===== src/rtl/mult_sequencer_if.sv =====
// Request/response bundle for the sequential multiplier.
// The master issues multiply requests and HI/LO writes; the slave returns status and HI/LO.
interface mult_sequencer_if #(
    parameter int WIDTH = 32
);
    logic             start;
    logic             is_signed;
    logic [WIDTH-1:0] op_a;
    logic [WIDTH-1:0] op_b;
    logic             wr_hi;
    logic             wr_lo;
    logic [WIDTH-1:0] wr_data;
    logic             busy;
    logic             done;
    logic [WIDTH-1:0] hi;
    logic [WIDTH-1:0] lo;

    modport master (
        output start, is_signed, op_a, op_b, wr_hi, wr_lo, wr_data,
        input  busy, done, hi, lo
    );

    modport slave (
        input  start, is_signed, op_a, op_b, wr_hi, wr_lo, wr_data,
        output busy, done, hi, lo
    );
endinterface


===== src/rtl/mult_sequencer.sv =====
// Sequential shift-and-add multiplier with HI/LO result registers (MULT/MULTU, MTHI/MTLO).
// Signed products are formed from operand magnitudes and negated once at the end.
// One multiply takes WIDTH RUN cycles plus one FINISH cycle.
module mult_sequencer #(
    parameter int WIDTH = 32
) (
    input  logic            clk,
    input  logic            rst,
    mult_sequencer_if.slave bus
);

    localparam int CW = $clog2(WIDTH + 1);
    localparam logic [CW-1:0] COUNT_LOAD = CW'(WIDTH);

    typedef enum logic [1:0] {
        S_IDLE,
        S_RUN,
        S_FINISH
    } state_t;

    state_t             r_state;
    state_t             w_next;

    logic [2*WIDTH-1:0] r_acc;
    logic [2*WIDTH-1:0] r_mcand;
    logic [WIDTH-1:0]   r_mplier;
    logic [WIDTH-1:0]   r_hi;
    logic [WIDTH-1:0]   r_lo;
    logic [CW-1:0]      r_count;
    logic               r_neg;
    logic               r_done;

    logic               w_start_ok;
    logic               w_wr_ok;
    logic               w_run;
    logic               w_finish;
    logic [WIDTH-1:0]   w_abs_a;
    logic [WIDTH-1:0]   w_abs_b;
    logic [2*WIDTH-1:0] w_product;

    // State register
    always_ff @(posedge clk or posedge rst) begin
        if (rst) begin
            r_state <= S_IDLE;
        end else begin
            r_state <= w_next;
        end
    end

    // Next-state and per-state control strobes
    always_comb begin
        w_next     = r_state;
        w_start_ok = 1'b0;
        w_wr_ok    = 1'b0;
        w_run      = 1'b0;
        w_finish   = 1'b0;
        case (r_state)
            S_IDLE: begin
                w_wr_ok    = 1'b1;
                w_start_ok = bus.start;
                if (bus.start) begin
                    w_next = S_RUN;
                end
            end
            S_RUN: begin
                w_run = 1'b1;
                if (r_count == CW'(1)) begin
                    w_next = S_FINISH;
                end
            end
            S_FINISH: begin
                w_finish = 1'b1;
                w_next   = S_IDLE;
            end
            default: begin
                w_next = S_IDLE;
            end
        endcase
    end

    // Operand magnitudes and final sign correction; the most negative value maps to itself, which is its correct unsigned magnitude
    always_comb begin
        w_abs_a   = (bus.is_signed && bus.op_a[WIDTH-1]) ? -bus.op_a : bus.op_a;
        w_abs_b   = (bus.is_signed && bus.op_b[WIDTH-1]) ? -bus.op_b : bus.op_b;
        w_product = r_neg ? -r_acc : r_acc;
    end

    // Datapath: operand capture, shift-and-add iterations, HI/LO update and direct writes
    always_ff @(posedge clk or posedge rst) begin
        if (rst) begin
            r_acc    <= '0;
            r_mcand  <= '0;
            r_mplier <= '0;
            r_hi     <= '0;
            r_lo     <= '0;
            r_count  <= '0;
            r_neg    <= 1'b0;
            r_done   <= 1'b0;
        end else begin
            r_done <= 1'b0;
            if (w_wr_ok && bus.wr_hi) begin
                r_hi <= bus.wr_data;
            end
            if (w_wr_ok && bus.wr_lo) begin
                r_lo <= bus.wr_data;
            end
            if (w_start_ok) begin
                r_mcand  <= {{WIDTH{1'b0}}, w_abs_a};
                r_mplier <= w_abs_b;
                r_neg    <= bus.is_signed & (bus.op_a[WIDTH-1] ^ bus.op_b[WIDTH-1]);
                r_acc    <= '0;
                r_count  <= COUNT_LOAD;
            end
            if (w_run) begin
                if (r_mplier[0]) begin
                    r_acc <= r_acc + r_mcand;
                end
                r_mplier <= r_mplier >> 1;
                r_mcand  <= r_mcand << 1;
                r_count  <= r_count - CW'(1);
            end
            if (w_finish) begin
                r_hi   <= w_product[2*WIDTH-1:WIDTH];
                r_lo   <= w_product[WIDTH-1:0];
                r_done <= 1'b1;
            end
        end
    end

    assign bus.busy = (r_state != S_IDLE);
    assign bus.done = r_done;
    assign bus.hi   = r_hi;
    assign bus.lo   = r_lo;

endmodule


===== src/flat_wrapper.sv =====
// flat-port wrapper written by rule: the top's interface ports become plain ports
module mult_sequencer_flat 
#(
    parameter int WIDTH = 32
)
  (clk, rst, bus_start, bus_is_signed, bus_op_a, bus_op_b, bus_wr_hi, bus_wr_lo, bus_wr_data, bus_busy, bus_done, bus_hi, bus_lo);
  mult_sequencer_if #(.WIDTH(WIDTH)) bus_i ();
  input  logic clk;
  input  logic rst;
  input wire logic [$bits(bus_i.start)-1:0] bus_start;
  input wire logic [$bits(bus_i.is_signed)-1:0] bus_is_signed;
  input wire logic [$bits(bus_i.op_a)-1:0] bus_op_a;
  input wire logic [$bits(bus_i.op_b)-1:0] bus_op_b;
  input wire logic [$bits(bus_i.wr_hi)-1:0] bus_wr_hi;
  input wire logic [$bits(bus_i.wr_lo)-1:0] bus_wr_lo;
  input wire logic [$bits(bus_i.wr_data)-1:0] bus_wr_data;
  output wire logic [$bits(bus_i.busy)-1:0] bus_busy;
  output wire logic [$bits(bus_i.done)-1:0] bus_done;
  output wire logic [$bits(bus_i.hi)-1:0] bus_hi;
  output wire logic [$bits(bus_i.lo)-1:0] bus_lo;
  assign bus_i.start = bus_start;
  assign bus_i.is_signed = bus_is_signed;
  assign bus_i.op_a = bus_op_a;
  assign bus_i.op_b = bus_op_b;
  assign bus_i.wr_hi = bus_wr_hi;
  assign bus_i.wr_lo = bus_wr_lo;
  assign bus_i.wr_data = bus_wr_data;
  assign bus_busy = bus_i.busy;
  assign bus_done = bus_i.done;
  assign bus_hi = bus_i.hi;
  assign bus_lo = bus_i.lo;
  mult_sequencer #(.WIDTH(WIDTH)) u_core (.clk(clk), .rst(rst), .bus(bus_i));
endmodule

===== config.mk =====
export PLATFORM = sky130hd
export DESIGN_NAME = mult_sequencer_flat
export DESIGN_NICKNAME = d
export VERILOG_FILES = /design/src/rtl/mult_sequencer_if.sv /design/src/rtl/mult_sequencer.sv /design/src/flat_wrapper.sv
export SDC_FILE = /design/constraint.sdc
export NUM_CORES = 1
export LEC_CHECK = 0
export CAP_MARGIN = 10
export CORE_ASPECT_RATIO = 0.5
export CORE_UTILIZATION = 58
export DETAILED_ROUTE_END_ITERATION = 10
export PLACE_DENSITY_LB_ADDON = 0.15
export SETUP_SLACK_MARGIN = 0.02
export SYNTH_ARGS = -nofsm -noshare
export SYNTH_HDL_FRONTEND = slang
export SYNTH_SLANG_ARGS = --single-unit
export TNS_END_PERCENT = 1

===== constraint.sdc =====
create_clock -name clk -period 10.38 [get_ports clk]
set_input_delay 1.038 -clock clk [delete_from_list [all_inputs] [get_ports clk]]
set_output_delay 1.038 -clock clk [all_outputs]
set_load 0.01 [all_outputs]

==> flow_summary.ini, run 1 <==
[setup_path]
arrival_ps = 4520
critPathMostFrequentCell = o21ai_0
critical_path.cell_chain = ha_1, fa_1, a21oi_1, o22ai_1, nor3b_1, o21ai_0, a31oi_1, o41ai_1, a211oi_1, o21ai_0, xnor2_1, o21ai_0
r2r.worst_path.cells = 12
ff2ff_setup_slack_ps = 6250
max_stage_delay_ps = 720
timing.rr.start = u_core.r_acc[0]
critical-path-slowest-cell = a211oi_1
critPathBufInv = 0
cp-start-kind = register
cp_top_family = compound AO/OA/AOI/OAI gates
critical_path_peak_fanout = 5
path_depth = 12
timing.critical_path.from = u_core.r_acc[0]
critical_path.reg2reg.endpoint = u_core.r_acc[56]
setup.worst_path.end = u_core.r_acc[56]
critPathRequiredTime_ps = 10770
worstSetupPathType = reg2reg
worstSetupEndpointType = register

[place]
place.port_buffers = 167
dp_hpwl_mm = 32.1
place_congestion = 0.970

[yosys]
ys_seq_area_share_pct = 37.7
muxShareOfSynthArea_pct = 0.129
synth.cell_area_sq_mm = 0.0155
synth_cell_type_count = 66
yosys_register_bits = 234
postSynthCellCount = 1863
yosys.area_share.xor_xnor_pct = 10.2
synthesized_area_divided_by_synthesized_cell_count_sq_um = 8.33
main_combinational_cell_family_by_area_after_synthesis = compound AO/OA/AOI/OAI gates
ys_warn_count = 0
most_frequently_used_flop_master_after_synthesis = dfrtp_1
synth-compound-area-share_pct = 25.6
synth.net_count = 2034
synth_adder_area_share_pct = 5.61
synth_simple_gate_area_share_pct = 17.3
edff_count_synth = 0
async_reset_ff_share_pct = 100

[timing]
period_share_pct = 39.8
timing_hold_violations_final = 0
max_freq_mhz = 242
max_slew_margin_pct = 25.5
worst_pin_slew_ps = 1120
clock_skew_ps = 16.6
grt_setup_unrepaired = no
tns_ps = 0
timing_max_transition_violations_final = 0
final_period_minus_worst_setup_slack_ps = 4130
setup_viol_count_final = 0

[detailed_routing]
vias = 14300
first_iter_violations = 1434
detail_route.drc_violations = 8
wire_per_inst_microns = 19.0
via_cell_ratio = 6.20
wirelength_mm = 43.9
ant_nets = 0
firstDrtPassIters = 8

[clock_network]
tritoncts.num_buffers = 23
cts_hold_repair.buffers = 0
clk_path_buf_depth = 3
htree_num_levels = 1
tritoncts_clock_tree = done
clockRootBuffer = clkbuf_16
insertion_delay_ps = 530
total_of_cells_resized_after_clock_tree_synthesis = 0
clkSlewWorstSetupHoldPaths_ps = 70
clock_sink_count = 234
cts_post_setup_buffers_inserted = 0

[global_routing]
grtUsageTotal_pct = 32.0
grt_first_pass_wirelength_mm = 70.1
via_count_of_the_first_global_routing_pass = 12900
grt_remaining_overflow = 0
grt_start_max_net_pins = 96
antenna_found_initial = 0

[power_and_ir_drop]
irDropWorstVdd_uv = 158
power.density_cell_area_mw_per_mm2 = 292
total_power_uw = 5250
static-leakage-power_uw = 0.00771

[run]
drv_cap = 0

[run_status]
outcome = complete, but fails checks
violated_checks = DRC

[final_layout]
final_layout_size_suffix_gt1_share_pct = 3.36
diodes = 0
area_growth_pct = 15.8
num-nets-final = 2123
final_core_utilization_pct = 69.8

[floorplanning]
coreArea_sq_mm = 0.0258
fp.dieArea_sq_mm = 0.0275
io_pins = 168
core.rowCount = 41
start_util_pct = 60.3
die_x_microns = 233
die_height_microns = 118

[worst_hold_path]
min_path_type = reg2reg
min-delay-start = u_core.bus.lo[23]
==> synthesized netlist by cell type (all sizes together), types with 2 or more instances <==
| library cell | count | area share [%] |
|---|---|---|
| or4 | 13 | 0.65 |
| a211o | 2 | 0.11 |
| a221o | 4 | 0.26 |
| o221ai | 2 | 0.11 |
| nor4 | 15 | 0.60 |
| nand4 | 21 | 0.89 |
| o2111ai | 4 | 0.23 |
| xor2 | 75 | 4.2 |
| nor2 | 142 | 3.4 |
| buf | 10 | 0.32 |
| nand3 | 28 | 0.90 |
| and3 | 6 | 0.24 |
| a22o | 6 | 0.34 |
| nand2b | 11 | 0.44 |
| o21ai | 256 | 8.3 |
| nor3b | 2 | 0.13 |
| o211a | 3 | 0.19 |
| dfrtp | 234 | 38 |
| a22oi | 66 | 3.2 |
| and2 | 9 | 0.36 |
| nand2 | 287 | 6.9 |
| o31a | 2 | 0.11 |
| inv | 25 | 0.60 |
| mux2i | 2 | 0.13 |
| or3 | 28 | 1.2 |
| o41ai | 24 | 1.5 |
| a21boi | 4 | 0.19 |
| o22ai | 5 | 0.20 |
| o21bai | 11 | 0.53 |
| xnor2 | 105 | 5.9 |
| nor3 | 18 | 0.58 |
| o31ai | 67 | 3.2 |
| o21a | 7 | 0.34 |
| a31oi | 7 | 0.28 |
| a211oi | 11 | 0.53 |
| o211ai | 2 | 0.097 |
| ha | 68 | 5.5 |
| a21oi | 101 | 3.3 |
| nor2b | 8 | 0.32 |
| nor4b | 2 | 0.11 |
| clkbuf | 105 | 2.5 |
| a21o | 48 | 2.3 |
| or2 | 7 | 0.28 |
==> per-stage QoR <==
stage | worst slack (ps) | hold slack [ps] | instance area (sq um) | instances
3_3_place_gp | 6000 | 459 | 17300 | 2271
6_report | 6250 | 478 | 18000 | 2307
3_5_place_dp | 5970 | 468 | 17300 | 2271
5_1_grt | 5940 | 497 | 18000 | 2307
2_1_floorplan | 2920 | 446 | 15500 | 1863
4_1_cts | 6400 | 479 | 18000 | 2307
==> tightest hold or removal path: cells and delay by family, from the launching register on <==
family	cells	cell delay (ps)
DFF	1	340
and+or+nand+nor	1	50
AOI/OAI and AO/OA	1	60
==> cells in the final DEF, fill, tap and decap left out, drive strengths merged, types with 6 or more instances in the layout <==
master           n
a21o            48
o31ai           67
nand2          287
or3             28
ha              68
nor2           142
nor3            18
inv             25
xor2            75
a21oi          101
o41ai           24
clkdlybuf4s50  167
nor4            15
and3             6
nand2b          11
a31oi            7
or2              7
o21a             7
dfrtp          234
o21ai          256
a22o             6
xnor2          105
nand4           21
nand3           28
a22oi           66
buf             12
and2             9
o21bai          11
or4             13
a211oi          11
clkbuf          30
nor2b            8
==> sequential cells by signal (all words and copies together), names as in the netlist <==
name,count
u_core.bus.hi,32
u_core.r_count,6
u_core.bus.done,1
u_core.r_acc,64
u_core.bus.lo,32
u_core.r_neg,1
u_core.r_mplier,32
u_core.r_mcand,64
u_core.r_state,2
==> routing by layer <==
metal | vias to the layer above | share of wire [%] | global-route usage [%]
li1 | 6882 | - | -
met1 | 6815 | 49 | 50.3
met2 | 548 | 42 | 45.7
met3 | 61 | 7.6 | 5.26
met4 | 0 | 2.0 | 6.49
met5 | - | 0 | 0
==> where the power goes <==
| part | switching, uW | internal [uW] |
|---|---|---|
| Sequential | 436 | 1290 |
| Combinational | 1570 | 1160 |
| Clock | 362 | 430 |
==> worst min path at each step <==
stage                              endpoint  slack, ps  cells after the start
final                     u_core.bus.lo[23]        480                      2
after global routing       u_core.bus.lo[0]        500                      2
after CTS                 u_core.bus.hi[26]        480                      2
after detailed placement  u_core.bus.lo[16]        470                      2
after global placement    u_core.bus.hi[15]        460                      2
after floorplan           u_core.r_count[5]        450                      1
==> logic make-up (layout without fill, tap and decap cells) <==
logic type                 count (synthesis)  in the layout
muxes                                      2              2
buffers and inverters                    140            240
adders and majority gates                 69             69
DFF                                      234            234
and+or+nand+nor                          600            600
xor gates and xnor gates                 180            180
AOI/OAI and AO/OA                        638            638
==> area by class of cell <==
cell class	count	area, sq um
clock buffer	30	602
fill	2140	7770
tap	344	430
clock inverter	6	55.1
sequential	234	5860
inverter	25	101
multi-input combinational	1489	9170
timing repair buffer	179	1760
Note: power is estimated with default switching activity, not from simulation.
==> run 2: changes to the inputs <==
- clock period: 10.38 -> 4.1 ns (I/O delays scaled with it)
==> run 2 against run 1 <==
Net effect:
- the flow still finishes with violations (DRC)
- non-clock buffer count rose by 16
- die area did not move
- critical path depth did not move
- global-route usage rose by 0.84 points
- total power rose to 2.6 times the previous value
- sequential share of layout area fell by 0.62 points
- wire length rose by 2.2%
- via count rose by 1.4%
- sequential power rose to 2.5 times the previous value
- final area rose by 2.0%
- clock power rose to 3.1 times the previous value
- critical path type unchanged
- largest power group unchanged
- highest routed layer unchanged
==> flow_summary.ini, run 2 (synthesis results as in run 1) <==
[floorplanning]
core.rowCount = 41
coreArea_sq_mm = 0.0258
start_util_pct = 60.3
fp.dieArea_sq_mm = 0.0275
die_x_microns = 233
io_pins = 168
die_height_microns = 118

[detailed_routing]
detail_route.drc_violations = 8
ant_nets = 0
wire_per_inst_microns = 19.3
wirelength_mm = 44.9
via_cell_ratio = 6.23
vias = 14500
firstDrtPassIters = 9
first_iter_violations = 1588

[place]
dp_hpwl_mm = 33.4
placedInstanceArea_sq_mm = 0.0175
place.detailed.instances = 2287
place.port_buffers = 167
place_congestion = 1.00

[clock_network]
tritoncts_clock_tree = done
insertion_delay_ps = 530
total_of_cells_resized_after_clock_tree_synthesis = 0
clock_sink_count = 234
clk_path_buf_depth = 3
clkSlewWorstSetupHoldPaths_ps = 70
clockRootBuffer = clkbuf_16
tritoncts.num_buffers = 23
cts_post_setup_buffers_inserted = 0
cts_hold_repair.buffers = 0
htree_num_levels = 1

[timing]
max_freq_mhz = 267
worst_pin_slew_ps = 1080
max_slew_margin_pct = 28.2
whs_ps = 319
setup_viol_count_final = 0
clock_skew_ps = 15.3
final_period_minus_worst_setup_slack_ps = 3750
period_share_pct = 91.4
grt_setup_unrepaired = no
tns_ps = 0
timing_max_transition_violations_final = 0
timing_hold_violations_final = 0

[setup_path]
timing.rr.start = u_core.r_acc[7]
critPathRequiredTime_ps = 4500
ff2ff_setup_slack_ps = 350
worstSetupPathType = reg2reg
worstSetupEndpointType = register
critical_path_peak_fanout = 6
critical_path.reg2reg.endpoint = u_core.r_acc[52]
arrival_ps = 4150
cp-start-kind = register
r2r.worst_path.cells = 12

[power_and_ir_drop]
power.combinational.fraction_pct = 51.3
static-leakage-power_uw = 0.00788
power.density_cell_area_mw_per_mm2 = 758
swShare_pct = 44.3
internal_cell_power_uw = 7740
irDropWorstVdd_uv = 512
clock_power_share_pct = 17.5
switching_power_uw = 6160
power.share.sequential_pct = 31.2

[global_routing]
grt_start_max_net_pins = 96
grtUsageTotal_pct = 32.8
antenna_found_initial = 0
grt_remaining_overflow = 0
grt_first_pass_wirelength_mm = 71.7
via_count_of_the_first_global_routing_pass = 13000

[final_layout]
num-nets-final = 2139
diodes = 0
finalNonFillerCells = 2328
final_core_utilization_pct = 71.2
layout_commonest_cell = nand2_1
area_growth_pct = 18.1
top_regs = u_core.r_acc (64), u_core.r_mcand (64)
final_cell_area_sq_mm = 0.0183
layout.cells.most_common_list = nand2_1 (286), o21ai_0 (255), dfrtp_1 (233)
final_layout_size_suffix_gt1_share_pct = 4.64

[run_status]
violated_checks = DRC
outcome = complete, but fails checks

[worst_hold_path]
min_path_type = in2async

[run]
drv_cap = 0
-- run 2: changes by cell type in the layout (fill, tap and decap cells not counted), sizes merged --
cell      before  now
buf           12   28
bufinv         1    6
clkinvlp       0    4
clkbuf        30   28
clkinv         5    3
-- run 2: layer usage --
metal	global-route usage (%)	vias up	part of all wire, %
met2	48.0	537	43
met5	0	-	0
met1	50.8	6998	47
li1	-	6918	-
met3	6.06	47	8.3
met4	5.19	0	1.6
-- run 2: worst max-delay path, stage by stage (launching register included) --
cell,delay [ps]
dfrtp_1,450
ha_1,410
and3_1,230
nand2_1,100
a21o_1,230
o21ai_0,310
a31oi_1,240
o41ai_1,780
a211oi_1,160
buf_4,200
o31ai_1,260
xnor2_1,140
o21ai_0,80
-- run 2: power by group through the flow --
| stage | logic, uW | registers, uW | clock network (uW) |
|---|---|---|---|
| finish | 7140 | 4330 | 2430 |
| global route | 7860 | 4440 | 2550 |
| CTS | 7060 | 4290 | 2460 |
| detailed placement | 6990 | 4320 | 0 |
| global placement | 6870 | 4290 | 0 |
| floorplan | 4770 | 4090 | 0 |
-- run 2: layout make-up --
type | instances | area, sq um
fill | 2042 | 7420
sequential | 234 | 5860
multi-input combinational | 1489 | 9170
timing repair buffer | 195 | 1920
clock buffer | 28 | 624
inverter | 25 | 97.6
clock inverter | 13 | 230
tap | 344 | 430
-- run 2: metrics by stage --
step,worst slack [ps],power (uW)
after floorplan,626,8850
after global placement,421,11200
after detailed placement,383,11300
after CTS,493,13800
after global routing,138,14900
final,352,13900
-- run 2: how the worst max path moves through the flow --
stage	start	to	slack (ps)	depth (start not counted)
2_1_floorplan	rst	u_core.bus.done	630	1
3_3_place_gp	bus_op_b[8]	u_core.r_mplier[30]	420	10
3_5_place_dp	bus_op_b[8]	u_core.r_mplier[30]	380	10
4_1_cts	u_core.r_acc[7]	u_core.r_acc[52]	490	12
5_1_grt	u_core.r_mcand[0]	u_core.r_acc[60]	140	12
6_report	u_core.r_acc[7]	u_core.r_acc[52]	350	12
